## config.mk

```make
export PLATFORM = sky130hd
export DESIGN_NAME = dma_desc_prefetcher
export DESIGN_NICKNAME = d
export VERILOG_FILES = /design/src/rtl/dma_desc_prefetcher.sv
export SDC_FILE = /design/constraint.sdc
export NUM_CORES = 1
export LEC_CHECK = 0
export BUFFER_PORTS_ARGS = -buffer_cell sky130_fd_sc_hd__buf_4
export CORE_AREA = 2 2 346 211
export DETAILED_ROUTE_END_ITERATION = 10
export DIE_AREA = 0 0 348 213
export HOLD_SLACK_MARGIN = 0.03
export PLACE_DENSITY_LB_ADDON = 0.25
export RECOVER_POWER = 100
export SYNTH_ARGS = -nofsm -noshare
export SYNTH_HDL_FRONTEND = slang
export SYNTH_SLANG_ARGS = --single-unit
```

## constraint.sdc

```tcl
create_clock -name clk -period 19.4 [get_ports clk]
set_clock_uncertainty 0.15 [all_clocks]
set_input_delay 5.82 -clock clk [delete_from_list [all_inputs] [get_ports clk]]
set_output_delay 5.82 -clock clk [all_outputs]
set_load 0.01 [all_outputs]
```

## src/rtl/dma_desc_prefetcher.sv

```systemverilog
// Generic single-clock FIFO holding descriptors between the fetch path and the engine.
// Latency: a push is visible on rd_vld/rd_dat the next cycle; a pop presents the next entry the next cycle.
// Backpressure: writes are dropped when full (the owner never pushes when full); reads stall on rd_rdy.
module dma_desc_fifo #(
    parameter int WIDTH = 64,
    parameter int DEPTH = 4
) (
    input  logic                     clk,
    input  logic                     rst,
    input  logic                     wr_vld,
    input  logic [WIDTH-1:0]         wr_dat,
    output logic                     rd_vld,
    input  logic                     rd_rdy,
    output logic [WIDTH-1:0]         rd_dat,
    output logic [$clog2(DEPTH):0]   count
);
    localparam int AW = $clog2(DEPTH);
    localparam int CW = AW + 1;

    logic [WIDTH-1:0] mem [DEPTH];
    logic [AW-1:0]    wr_ptr;
    logic [AW-1:0]    rd_ptr;
    logic             do_wr;
    logic             do_rd;

    assign rd_vld = (count != '0);
    assign do_rd  = rd_vld && rd_rdy;
    assign do_wr  = wr_vld && (count != CW'(DEPTH));
    assign rd_dat = mem[rd_ptr];

    // Storage and pointers; storage is cleared so the head reads zero out of reset
    always_ff @(posedge clk) begin
        if (rst) begin
            for (int i = 0; i < DEPTH; i++) begin
                mem[i] <= '0;
            end
            wr_ptr <= '0;
            rd_ptr <= '0;
        end else begin
            if (do_wr) begin
                mem[wr_ptr] <= wr_dat;
                wr_ptr      <= wr_ptr + AW'(1);
            end
            if (do_rd) begin
                rd_ptr <= rd_ptr + AW'(1);
            end
        end
    end

    // Occupancy; simultaneous push and pop leaves it unchanged
    always_ff @(posedge clk) begin
        if (rst) begin
            count <= '0;
        end else if (do_wr && !do_rd) begin
            count <= count + CW'(1);
        end else if (!do_wr && do_rd) begin
            count <= count - CW'(1);
        end
    end
endmodule

// Descriptor prefetcher: walks the DDR ring ahead of the DMA engine and queues descriptors locally.
// Latency: tail seen in IDLE -> arvalid next cycle; rlast beat -> o_desc_valid next cycle; done -> head next cycle.
// Backpressure: fetching pauses while queued + executing descriptors equal FIFO_DEPTH; engine stalls via i_desc_ready.
module dma_desc_prefetcher #(
    parameter int ADDR_WIDTH = 32,
    parameter int DESC_WORDS = 4,
    parameter int FIFO_DEPTH = 4,
    parameter int PTR_WIDTH  = 16
) (
    input  logic                  clk,
    input  logic                  rst,
    input  logic                  i_enable,
    input  logic [31:0]           i_ring_base,
    input  logic [31:0]           i_ring_size,
    input  logic [PTR_WIDTH-1:0]  i_sw_tail_ptr,
    output logic [PTR_WIDTH-1:0]  o_hw_head_ptr,
    output logic                  o_busy,
    output logic                  o_err,
    output logic                  o_desc_valid,
    input  logic                  i_desc_ready,
    output logic [31:0]           o_dma_addr,
    output logic [31:0]           o_dma_len,
    output logic                  o_dma_algo,
    input  logic                  i_dma_done,
    output logic [ADDR_WIDTH-1:0] m_axi_araddr,
    output logic [7:0]            m_axi_arlen,
    output logic [2:0]            m_axi_arsize,
    output logic [1:0]            m_axi_arburst,
    output logic                  m_axi_arvalid,
    input  logic                  m_axi_arready,
    input  logic [31:0]           m_axi_rdata,
    input  logic [1:0]            m_axi_rresp,
    input  logic                  m_axi_rlast,
    input  logic                  m_axi_rvalid,
    output logic                  m_axi_rready
);
    localparam int CNT_W      = $clog2(FIFO_DEPTH) + 1;
    localparam int ADDR_SHIFT = $clog2(DESC_WORDS * 4);

    typedef enum logic [1:0] {S_IDLE, S_AR, S_R, S_ERR} state_t;

    state_t                state;
    state_t                state_nxt;
    logic [PTR_WIDTH-1:0]  ring_len;
    logic [PTR_WIDTH-1:0]  ring_last;
    logic [PTR_WIDTH-1:0]  fetch_ptr;
    logic [PTR_WIDTH-1:0]  head_ptr;
    logic [CNT_W-1:0]      fifo_cnt;
    logic [CNT_W-1:0]      exec_cnt;
    logic [CNT_W-1:0]      slots;
    logic [31:0]           word0;
    logic [31:0]           word1;
    logic [31:0]           push_w1;
    logic [2:0]            beat_cnt;
    logic [63:0]           fifo_rd_dat;
    logic [ADDR_WIDTH-1:0] araddr_nxt;
    logic                  can_fetch;
    logic                  start_fetch;
    logic                  r_beat;
    logic                  bad_beat;
    logic                  burst_bad;
    logic                  push;
    logic                  pop;
    logic                  done_ok;
    logic                  unused_bits;

    assign ring_len  = i_ring_size[PTR_WIDTH-1:0];
    assign ring_last = ring_len - PTR_WIDTH'(1);
    assign slots     = fifo_cnt + exec_cnt;

    assign can_fetch   = i_enable && (ring_len != '0) && (fetch_ptr != i_sw_tail_ptr)
                         && (slots < CNT_W'(FIFO_DEPTH)) && !o_err;
    assign start_fetch = (state == S_IDLE) && can_fetch;
    assign araddr_nxt  = ADDR_WIDTH'(i_ring_base) + (ADDR_WIDTH'(fetch_ptr) << ADDR_SHIFT);

    // o_err can only have been set during the current burst, since IDLE refuses to fetch once it is up
    assign r_beat    = (state == S_R) && m_axi_rvalid;
    assign bad_beat  = r_beat && (m_axi_rresp != 2'b00);
    assign burst_bad = o_err || bad_beat;
    assign push      = r_beat && m_axi_rlast && !burst_bad;
    assign pop       = o_desc_valid && i_desc_ready;
    assign done_ok   = i_dma_done && (exec_cnt != '0);

    // With two-word descriptors word1 arrives on the rlast beat itself
    assign push_w1 = (beat_cnt == 3'd1) ? m_axi_rdata : word1;

    assign m_axi_arlen   = 8'(DESC_WORDS - 1);
    assign m_axi_arsize  = 3'b010;
    assign m_axi_arburst = 2'b01;

    assign o_hw_head_ptr = head_ptr;
    assign o_busy        = (state != S_IDLE) || (fifo_cnt != '0) || (exec_cnt != '0);
    assign o_dma_addr    = fifo_rd_dat[63:32];
    assign o_dma_len     = {8'b0, fifo_rd_dat[23:0]};
    assign o_dma_algo    = fifo_rd_dat[31];

    assign unused_bits = ^{i_ring_size, i_ring_base, fifo_rd_dat[30:24]};

    dma_desc_fifo #(
        .WIDTH (64),
        .DEPTH (FIFO_DEPTH)
    ) u_fifo (
        .clk    (clk),
        .rst    (rst),
        .wr_vld (push),
        .wr_dat ({word0, push_w1}),
        .rd_vld (o_desc_valid),
        .rd_rdy (i_desc_ready),
        .rd_dat (fifo_rd_dat),
        .count  (fifo_cnt)
    );

    // FSM state register
    always_ff @(posedge clk) begin
        if (rst) begin
            state <= S_IDLE;
        end else begin
            state <= state_nxt;
        end
    end

    // FSM next state: one burst at a time; an errored burst drains to rlast then parks in ERR
    always_comb begin
        state_nxt = state;
        case (state)
            S_IDLE:  if (can_fetch) state_nxt = S_AR;
            S_AR:    if (m_axi_arready) state_nxt = S_R;
            S_R:     if (r_beat && m_axi_rlast) state_nxt = burst_bad ? S_ERR : S_IDLE;
            default: state_nxt = S_ERR;
        endcase
    end

    // FSM outputs: AXI handshake strobes follow the state directly
    always_comb begin
        m_axi_arvalid = 1'b0;
        m_axi_rready  = 1'b0;
        case (state)
            S_AR:    m_axi_arvalid = 1'b1;
            S_R:     m_axi_rready  = 1'b1;
            default: ;
        endcase
    end

    // Burst address, captured as the FSM leaves IDLE so it is stable for the whole AR phase
    always_ff @(posedge clk) begin
        if (rst) begin
            m_axi_araddr <= '0;
        end else if (start_fetch) begin
            m_axi_araddr <= araddr_nxt;
        end
    end

    // Beat capture: keep words 0 and 1, ignore the rest of the burst
    always_ff @(posedge clk) begin
        if (rst) begin
            beat_cnt <= '0;
            word0    <= '0;
            word1    <= '0;
        end else if (state == S_AR) begin
            beat_cnt <= '0;
        end else if (r_beat) begin
            if (beat_cnt == 3'd0) word0 <= m_axi_rdata;
            if (beat_cnt == 3'd1) word1 <= m_axi_rdata;
            if (beat_cnt != 3'd7) beat_cnt <= beat_cnt + 3'd1;
        end
    end

    // Ring pointers: fetch advances on a clean push, head on a counted completion
    always_ff @(posedge clk) begin
        if (rst) begin
            fetch_ptr <= '0;
            head_ptr  <= '0;
        end else begin
            if (push) fetch_ptr <= (fetch_ptr == ring_last) ? '0 : fetch_ptr + PTR_WIDTH'(1);
            if (done_ok) head_ptr <= (head_ptr == ring_last) ? '0 : head_ptr + PTR_WIDTH'(1);
        end
    end

    // In-flight count at the engine; pop and done together cancel out
    always_ff @(posedge clk) begin
        if (rst) begin
            exec_cnt <= '0;
        end else if (pop && !done_ok) begin
            exec_cnt <= exec_cnt + CNT_W'(1);
        end else if (!pop && done_ok) begin
            exec_cnt <= exec_cnt - CNT_W'(1);
        end
    end

    // Sticky read-error flag, cleared only by reset
    always_ff @(posedge clk) begin
        if (rst) begin
            o_err <= 1'b0;
        end else if (bad_beat) begin
            o_err <= 1'b1;
        end
    end
endmodule
```

### After elaboration in Yosys (flattened, before gate mapping)

Memories as Yosys holds them, arrays and structs flattened. A register that Yosys moved wholly into a read port is not among the register bits.
Cells that the tools add are included.

| cells by class | value |
|---|---|
| equality and inequality tests | 11 |
| multiplexer cells | 24 |
| magnitude comparators | 1 |
| reductions and logical operators | 39 |
| add/sub/neg operators | 12 |
| bitwise logic cells | 1 |

Operators by type and width:

| kind | count |
|---|---|
| $mux W64 | 1 |
| $reduce_or A64 Y1 | 1 |
| $add A16 B1 Y16 const B | 2 |
| $add A32 B20 Y32 | 1 |
| $eq A16 B16 Y1 | 2 |
| $mux W16 | 2 |
| $mux W32 | 1 |
| $logic_and A1 B1 Y1 | 16 |
| $ne A16 B16 Y1 | 1 |
| $reduce_bool A16 Y1 | 1 |
| $sub A16 B1 Y16 const B | 1 |
| $mux W2 | 7 |
| $mux W3 | 4 |
| $add A3 B1 Y3 const B | 3 |
| $mux W1 | 8 |
| $reduce_bool A2 Y1 | 4 |
| $ne A3 B3 Y1 const B | 2 |
| $pmux W2 S3 | 1 |
| $reduce_and A3 Y1 | 2 |
| $reduce_bool A3 Y1 | 2 |
| $sub A3 B1 Y3 const B | 2 |
| $logic_not A1 Y1 | 5 |
| $add A2 B1 Y2 const B | 2 |
| $ne A2 B2 Y1 const B | 2 |
| other kinds (12) | 15 |

| storage, ports and cells | value |
|---|---|
| bits in writable memories | 256 |
| register bits | 144 |
| word-level logic and storage cells | 101 |
| memories kept | 1 |

Memory list:

| name | words | bits a word | rd ports | clocked after Yosys merged registers in | wr ports | line | text |
|---|---|---|---|---|---|---|---|
| u_fifo.mem | 4 | 64 | 1 | 1 | 4 | 20 | `logic [WIDTH-1:0] mem [DEPTH];` |

### Longest topological paths before layout

Gate-level depths: netlist (run 1).

| depth | value |
|---|---|
| word-level depth | 12 |
| depth in mapped cells | 11 |

### Modules after synthesis

Synthesis (run 1) repeated with hierarchy kept, for this count alone.

| unflattened totals | value |
|---|---|
| cells, all modules | 1658 |
| area total of the unflattened synthesis | 19500.0 um^2 |

By module, submodules not included:

| module | cells each | area each (um^2) | sequential area each (um^2) | times used |
|---|---|---|---|---|
| dma_desc_fifo | 665 | 11422.2 | 7867.5 | 1 |
| dma_desc_prefetcher | 993 | 8077.7 | 2742.6 | 1 |

### Worst setup path before layout (run 1)

Ideal clock, no wire load.

| path | value |
|---|---|
| path kind | input-to-reg |
| start | input port m_axi_rresp[1] |
| end | memory u_fifo.mem[3][0], enable pin |
| required time | 18.699 ns |
| buffers on the path | 0 |
| path slack | 7.601 ns |
| stages on the path | 6 |
| data arrival time | 11.099 ns |
| setup time | 0.551 ns |
| cell sequence | or2_2 > a31oi_1 > nand4_1 > a21oi_2 > nand2_1 > o21ai_0 |

RTL lines:

| element | line | text |
|---|---|---|
| start, declared | 93 | `input logic [1:0] m_axi_rresp,` |
| end, declared | 20 |  |

==> impl_metrics.tcl, run 1 <==
set metrics [dict create \
    status "complete, but fails checks" \
    violations "max-capacitance violations, max-slew violations" \
    dp_cells 2671 \
    finalPower_w 0.002094 \
    maxCapViolCount 13 \
    min_from "word1[4]" \
    synth_edf_count 228 \
    end_kind "flop" \
    hold_viol_final 0 \
    ys_seq_area_share_pct 54.75 \
    holdPathStages 2 \
    max_slew_margin_pct -185.6 \
    cts.sinks 367 \
    grt_use_total_pct 14.44 \
    fin_nets 1929 \
    path_max_fanout 62 \
    synth_area_um2 17590 \
    rsz0062_at_grt "no" \
    r2r_start "state[0]" \
    gp_congestion 0.8333 \
    grt_pass1_wl_um 80710 \
    finalSetupViolations 0 \
    p_leak_nw 7.244 \
    max_freq_ghz 0.07121 \
    postSynth.asyncResetShare_pct 0 \
    hold_class "reg -> reg" \
    clockBufferDepth 3 \
    synthDistinctLibCells 73 \
    hold_buffers 0 \
    die_area_um2 74120 \
    cts_root_buf "clkbuf_16" \
    startpoint_type "input port" \
    critPathArrivalTime_ns 13.97 \
    drc_errors 0 \
    post-dp-hpwl_um 35050 \
    synth-seq-cells 367 \
    cts.reportedPaths.clkPinSlew_ns 0.06 \
    min_period_ns 14.04 \
    die_width_um 348 \
    finalSetupTns_ns 0 \
    multi_input_area_um2 7238 \
    r2r_end "u_fifo.mem[0][62]" \
    drt_iter0_markers 1036 \
    dr.pass1.iters 5 \
    max_slew.worst_pin.slew_ns 4.284 \
    fin_cells 2751 \
    ff2ff_path_depth 11 \
    grt_pass1_vias 12440 \
    rows 76 \
    wl_per_cell_um 19.77 \
    num_vias 12880 \
    fin_area_um2 20930 \
    whs_endpoint "word1[4]" \
    antenna_found_initial 8 \
    avgSynthCellArea_um2 10.91 \
    port_buffers 215 \
    timing_worst_setup_path_type "in -> reg" \
    cp.required_ns 19.32 \
    ant_nets 0 \
    synthFlopType "edfxtp_1" \
    clk_latency_ns 0.59 \
    ctsResizeCount 0 \
    wirelength_um 54380 \
    dpl-instance-area_um2 20040 \
    postCtsSetupBuffers 0 \
    report.final.slew_viol_count 608 \
    area_growth_pct 19.01 \
    overflow 0 \
    grt_max_degree 77 \
    core_um2 71030 \
    cts_tree "built" \
    die_h_um 213 \
    final_util_pct 29.47 \
    power_density_nw_per_um2 100.0 \
    via_per_inst 4.683 \
    ios 253 \
    layout-drive-gt1-share_pct 13.75 \
    start_util_pct 24.76 \
    fillers 7344 \
    numCtsBuffers 41 \
    h-tree-depth 2 \
    r2r_setup_slack_ns 12.21 \
    ir_drop_v 0.00005296 \
    ys_warn_count 0 \
    seqCellArea_um2 9634 \
    fin_crit_sh_pct 72.39 \
    netlist_instances 1612 \
]
-- layout make-up --
cell class,count,area share (%)
flip-flops and latches,367,46.03
diodes,4,0.04782
inverters,61,1.094
multi-input cells,1078,34.58
clock inverters,14,0.8190
clock buffers,62,5.787
well taps,936,5.595
repair buffers,229,6.044
-- Yosys cell counts, drive strengths merged, types with 17 or more instances --
cell	n	share of area, %
edfxtp	228	39
nand3	24	0.68
nor3	76	2.3
xnor2	48	2.4
or3	17	0.60
a21oi	82	2.4
mux2i	44	2.5
buf	45	1.6
xor2	51	2.5
ha	26	1.8
clkbuf	80	1.7
nand2	200	4.3
o21ai	33	0.94
and2	36	1.3
mux4	57	7.3
inv	61	1.3
nor2	204	4.4
nand4	17	0.60
dfxtp	139	16
-- power breakdown --
part	switching (W)	leakage (nW)	internal, W
Combinational	0.000222	3.09	0.000147
Clock	0.000335	0.669	0.000474
Sequential	0.0000348	3.48	0.000880
-- sequential cells by signal (all words and copies together) (netlist names), named ones only --
register / count
state: 2
u_fifo.rd_ptr: 2
word0: 32
exec_cnt: 3
fetch_ptr: 16
word1: 25
o_err: 1
o_hw_head_ptr: 16
m_axi_araddr: 32
u_fifo.mem: 228
u_fifo.wr_ptr: 2
beat_cnt: 3
u_fifo.count: 3
-- critical path, cell delays in order --
cell and delay (ns):
clkbuf_1 2.42, clkbuf_1 2.46, a31o_4 0.18, clkbuf_1 2.97
-- metrics by stage --
stage	worst slack, ns	hold WS (ns)
2_1_floorplan	7.601	0.2857
6_report	5.357	0.3029
3_3_place_gp	9.260	0.2908
3_5_place_dp	9.200	0.2956
5_1_grt	4.865	0.3140
4_1_cts	9.798	0.3038
-- cells in the final DEF, fill, tap and decap left out, types with 11 or more instances in the layout --
cell type / synthesis / routed
nor2_1: 204 / 204
o21ai_0: 32 / 31
mux2i_1: 44 / 44
ha_1: 26 / 26
nor3_1: 74 / 74
a31oi_1: 12 / 12
and3_1: 11 / 11
nand3_1: 24 / 24
buf_4: 21 / 107
or3_1: 17 / 17
clkbuf_16: 0 / 43
mux4_2: 57 / 57
and2_0: 0 / 16
dfxtp_1: 139 / 137
nand2_1: 200 / 197
clkbuf_1: 80 / 133
xnor2_1: 48 / 48
and2_1: 36 / 20
xor2_1: 51 / 51
a21oi_1: 81 / 82
edfxtp_1: 228 / 228
nand4_1: 17 / 17
inv_1: 61 / 61
conb_1: 2 / 21
nor4_1: 11 / 12
a211oi_1: 11 / 11
-- layer usage --
metal | wire [um] | global-route usage (%)
met1 | 27660 | 22.11
met2 | 22940 | 20.89
met3 | 2862 | 2.457
met4 | 925 | 3.463
met5 | 0 | 0
-- cell families after synthesis --
| family | after synthesis | share of synthesized area, % |
|---|---|---|
| simple gates | 632 | 16.51 |
| flops | 367 | 54.75 |
| compound gates | 195 | 7.036 |
| buf+inv | 186 | 4.610 |
| mux | 101 | 9.804 |
| xor+xnor | 100 | 5.058 |
| fa+ha+maj | 29 | 2.191 |
| other cells | 2 | 0.04270 |
-- worst max-delay path by stage --
stage	cells past startpoint	from	to
global placement	11	m_axi_rresp[1]	u_fifo.mem[0][18]
CTS	11	m_axi_rresp[1]	u_fifo.mem[0][62]
detailed placement	11	m_axi_rresp[1]	u_fifo.mem[0][60]
finish	4	rst	u_fifo.mem[1][56]
floorplan	6	m_axi_rresp[1]	u_fifo.mem[3][0]
global route	4	rst	u_fifo.mem[2][21]
Power figures use the tool's default switching activity.
==> run 2: changes to the inputs <==
- clock period: 19.4 -> 13.8 ns (I/O delays scaled with it)
==> run 2 against run 1 <==
Against the previous run:
- the run still ends with max-capacitance violations, max-slew violations left
- sequential cell count unchanged
- sequential power up 41%
- non-clock buffer count unchanged
- clock power up 37%
- clock-buffer cell count down 6
- largest power group unchanged
- combinational power up 39%
- global-route usage about the same
- die area unchanged
- critical endpoint is now u_fifo.mem[0][60]
- critical path depth up 4
==> impl_metrics.tcl, run 2 (synthesis gave the netlist of run 1 again) <==
set metrics [dict create \
    fin_area_um2 20920 \
    hold_buffers 0 \
    ctsResizeCount 0 \
    grt_use_total_pct 14.49 \
    cts_root_buf "clkbuf_16" \
    finalSetupViolations 0 \
    drt_iter0_markers 1080 \
    ir_drop_v 0.00007431 \
    rsz0062_at_grt "no" \
    die_width_um 348 \
    fin_cells 2747 \
    min_period_ns 10.54 \
    power_density_nw_per_um2 139.4 \
    gp_congestion 0.8353 \
    num_vias 12840 \
    maxCapViolCount 12 \
    clockBufferDepth 3 \
    ios 253 \
    grt_pass1_vias 12530 \
    max_freq_ghz 0.09490 \
    postCtsSetupBuffers 0 \
    post-dp-hpwl_um 35270 \
    grt_pass1_wl_um 80810 \
    end_kind "flop" \
    whs_ns 0.3039 \
    hold_viol_final 0 \
    via_per_inst 4.673 \
    layout_commonest_cell "edfxtp_1" \
    status "complete, but fails checks" \
    fillers 7330 \
    cts.sinks 367 \
    finalPower_w 0.002916 \
    wirelength_um 54030 \
    dpl-instance-area_um2 20040 \
    dr.pass1.iters 5 \
    clk_latency_ns 0.59 \
    cts_tree "built" \
    numCtsBuffers 41 \
    overflow 0 \
    num_antenna_cells 0 \
    regMostFlops "u_fifo.mem" \
    h-tree-depth 2 \
    start_util_pct 24.76 \
    dp_cells 2671 \
    cp.required_ns 13.96 \
    p_leak_nw 7.237 \
    mostFrequentLayoutCells "edfxtp_1 (228), nor2_1 (204), nand2_1 (196)" \
    violations "max-capacitance violations, max-slew violations" \
    die_h_um 213 \
    rows 76 \
    die_area_um2 74120 \
    area_growth_pct 18.93 \
    core_um2 71030 \
    antenna_found_initial 3 \
    hold_class "reg -> reg" \
    fin_crit_sh_pct 76.36 \
    finalSetupTns_ns 0 \
    reg_top3 "u_fifo.mem x228, m_axi_araddr x32, word0 x32" \
    grt_max_degree 79 \
    fin_nets 1929 \
    cts.reportedPaths.clkPinSlew_ns 0.06 \
    layout-drive-gt1-share_pct 14.14 \
    critPathArrivalTime_ns 10.69 \
    drc_errors 0 \
    startpoint_type "input port" \
    path_max_fanout 76 \
    ant_nets 0 \
    port_buffers 215 \
    timing_worst_setup_path_type "in -> reg" \
    max_slew.worst_pin.slew_ns 4.268 \
    report.final.slew_viol_count 592 \
    wl_per_cell_um 19.67 \
    max_slew_margin_pct -184.6 \
    largest_reg_flops 228 \
]
## run 2: per-layer routing
layer / up-vias / wire (um) / track usage, %
met5: - / 16 / 0
met1: 6451 / 27270 / 21.88
li1: 6027 / - / -
met2: 300 / 22930 / 21.23
met4: 2 / 845 / 3.180
met3: 57 / 2963 / 2.770
## run 2: final cells by class
class | instances | area, um2 | share of cell area, %
repair buffers | 229 | 1265 | 6.048
well taps | 936 | 1171 | 5.599
flip-flops and latches | 367 | 9634 | 46.06
multi-input cells | 1078 | 7262 | 34.72
inverters | 61 | 229.0 | 1.095
clock inverters | 20 | 212.7 | 1.017
clock buffers | 56 | 1142 | 5.462
## run 2: power by group
part	internal, W	leakage, nW	switching [W]
Sequential	0.00124	3.48	0.0000554
Combinational	0.000207	3.10	0.000307
Clock	0.000627	0.654	0.000482
## run 2: critical path: stages
cell and delay, ns:
clkbuf_1 1.66, inv_1 0.15, clkbuf_1 0.62, nand2_2 0.18
clkbuf_1 2.48, nor3_2 -0.03, clkbuf_1 0.92, and2_0 0.49
## run 2: final timing paths
check,cells after the start,slack (ns),startpoint,end
setup reg to reg,11,6.85,state[0],u_fifo.mem[0][6]
hold / removal,2,0.30,word1[3],word1[3]
setup / recovery,8,3.26,rst,u_fifo.mem[0][60]
hold reg to reg,2,0.30,word1[3],word1[3]
## run 2: through the flow
step | setup slack, ns | utilization [%]
final | 3.263 | 29.45
after global routing | 2.815 | 29.45
after CTS | 5.650 | 30.12
after detailed placement | 5.058 | 28.21
after global placement | 5.085 | 28.21
after floorplan | 3.681 | -
==> run 3: changes to the inputs <==
- ABC_AREA: not set -> 1
- CORE_AREA: 2 2 346 211 -> 2 2 349 213
- DIE_AREA: 0 0 348 213 -> 0 0 351 215
- clock period: 13.8 -> 9.1 ns (I/O delays scaled with it)
==> run 3 against run 2 <==
Against the previous run:
- the flow still finishes with violations (max-capacitance violations, max-slew violations)
- first-iteration DRC count grew 8.6%
- utilization is 0.24 points lower
- sequential power is 57% higher
- clock power rose by 57%
- largest cell class unchanged
- largest power group unchanged
==> impl_metrics.tcl, run 3 <==
set metrics [dict create \
    ir_drop_v 0.0001148 \
    p_leak_nw 7.774 \
    rows 77 \
    postSynth.asyncResetShare_pct 0 \
    die_area_um2 75470 \
    synth_area_um2 17900 \
    startpoint_type "flop" \
    synth_most_common_cell "nor2_1" \
    wl_per_cell_um 18.88 \
    ctsResizeCount 0 \
    synth_top_cell_area_share_pct 38.24 \
    finalSetupViolations 0 \
    grt_pass1_wl_um 89980 \
    report.final.slew_viol_count 426 \
    die_width_um 351 \
    grt_use_total_pct 15.67 \
    ant_nets 0 \
    mostFrequentLayoutCells "nor2_1 (399), o21ai_0 (235), edfxtp_1 (228)" \
    dr.pass1.iters 5 \
    via_per_inst 4.594 \
    synth_area_leaders "edfxtp_1 (38%), dfxtp_1 (16%), nor2_1 (7.8%)" \
    gp_congestion 0.9152 \
    fin_cells 3188 \
    num_antenna_cells 0 \
    regMostFlops "u_fifo.mem" \
    violations "max-capacitance violations, max-slew violations" \
    port_buffers 215 \
    preCtsSetupSlack_ns 2.245 \
    clk_latency_ns 0.57 \
    post-dp-hpwl_um 39530 \
    synthDistinctLibCells 43 \
    start_util_pct 24.68 \
    ys_seq_area_share_pct 53.78 \
    core_um2 72550 \
    cts_root_buf "clkbuf_16" \
    hold_viol_final 0 \
    critPathArrivalTime_ns 4.56 \
    fillers 7720 \
    layout-drive-gt1-share_pct 9.905 \
    layout_commonest_cell "nor2_1" \
    synth-seq-cells 367 \
    status "complete, but fails checks" \
    yosys.area.top_type "edfxtp_1" \
    antenna_found_initial 3 \
    rsz0062_at_grt "no" \
    grt_pass1_vias 14150 \
    ys_warn_count 0 \
    fin_crit_sh_pct 81.72 \
    synthTopCellsByCount "nor2_1 (371), o21ai_0 (237), edfxtp_1 (228)" \
    cp.required_ns 6.22 \
    max_slew_margin_pct -104.7 \
    cts.reportedPaths.clkPinSlew_ns 0.06 \
    maxCapViolCount 9 \
    num_vias 14650 \
    min_period_ns 7.436 \
    h-tree-depth 2 \
    netlist_instances 1998 \
    fin_ws_ns 1.664 \
    end_kind "output pin" \
    avgSynthCellArea_um2 8.961 \
    path_max_fanout 56 \
    power_density_nw_per_um2 237.8 \
    wirelength_um 60190 \
    hold_buffers 0 \
    fin_nets 2319 \
    hold_class "reg -> reg" \
    reg_top3 "u_fifo.mem x228, m_axi_araddr x32, word0 x32" \
    max_freq_ghz 0.1345 \
    clockBufferDepth 3 \
    postCtsSetupBuffers 0 \
    finalSetupTns_ns 0 \
    ios 253 \
    die_h_um 215 \
    synthFlopType "edfxtp_1" \
    drc_errors 0 \
    drt_iter0_markers 1173 \
    timing_worst_setup_path_type "reg -> out" \
    synth_edf_count 228 \
    max_slew.worst_pin.slew_ns 3.071 \
    area_growth_pct 18.36 \
    cts.sinks 367 \
    grt_max_degree 86 \
    overflow 0 \
    cts_tree "built" \
    dp_cells 3112 \
    largest_reg_flops 228 \
    numCtsBuffers 41 \
]
[run 3: cell families after synthesis]
kind of cell	count (synthesis)	synth area share (%)
AND/OR/NAND/NOR	785	19.33
AO/OA/AOI/OAI	429	12.61
flip-flops	367	53.78
buffers and inverters	295	7.142
XOR/XNOR	66	3.543
adder cells (fa/ha/maj)	29	2.152
multiplexers	25	1.398
other	2	0.04195
[run 3: power by group]
part	internal, W	switching (W)	leakage [nW]	total, W
clock network	0.00101	0.000728	0.678	0.00174
logic	0.000367	0.000901	3.61	0.00127
registers	0.00192	0.000111	3.48	0.00203
total	0.00330	0.00174	7.77	0.00504
[run 3: metal layers]
| metal | GRT usage (%) | wire [um] |
|---|---|---|
| met1 | 24.93 | 31850 |
| met5 | 0 | 7 |
| met3 | 2.804 | 3223 |
| met2 | 21.51 | 24210 |
| met4 | 3.376 | 893 |
[run 3: final cells by class]
| class | count | area [um2] | area share, % |
|---|---|---|---|
| clock buffers | 56 | 1185 | 5.592 |
| repair buffers | 231 | 1325 | 6.253 |
| flip-flops and latches | 367 | 9634 | 45.47 |
| clock inverters | 20 | 216.5 | 1.021 |
| well taps | 987 | 1235 | 5.828 |
| multi-input cells | 1355 | 6944 | 32.77 |
| inverters | 172 | 650.6 | 3.070 |
[run 3: path summary, 6_finish.rpt]
| path | startpoint | endpoint | slack, ns | cells after the start |
|---|---|---|---|---|
| setup / recovery | flop | o_dma_len[10] | 1.66 | 5 |
| hold / removal | m_axi_araddr[1] | m_axi_araddr[1] | 0.32 | 2 |
| setup reg to reg | state[1] | u_fifo.mem[0][58] | 3.81 | 10 |
| hold reg to reg | m_axi_araddr[1] | m_axi_araddr[1] | 0.32 | 2 |
[run 3: through the flow]
step	util (%)	hold WS (ns)	instance area (um2)	total power [W]
6_report	29.21	0.3179	21190	0.005038
5_1_grt	29.21	0.3406	21190	0.005330
4_1_cts	30.03	0.3210	21790	0.005276
3_5_place_dp	28.10	0.3135	20390	0.003511
3_3_place_gp	28.10	0.2950	20390	0.003492
2_1_floorplan	-	0.2862	17970	0.002825
[run 3: worst max-delay path: stages, from the launching register on]
cell	delay (ns)
dfxtp_4	0.74
clkinvlp_2	1.34
clkbuf_1	0.93
o21ai_0	0.41
o22ai_1	0.32
clkbuf_1	0.23
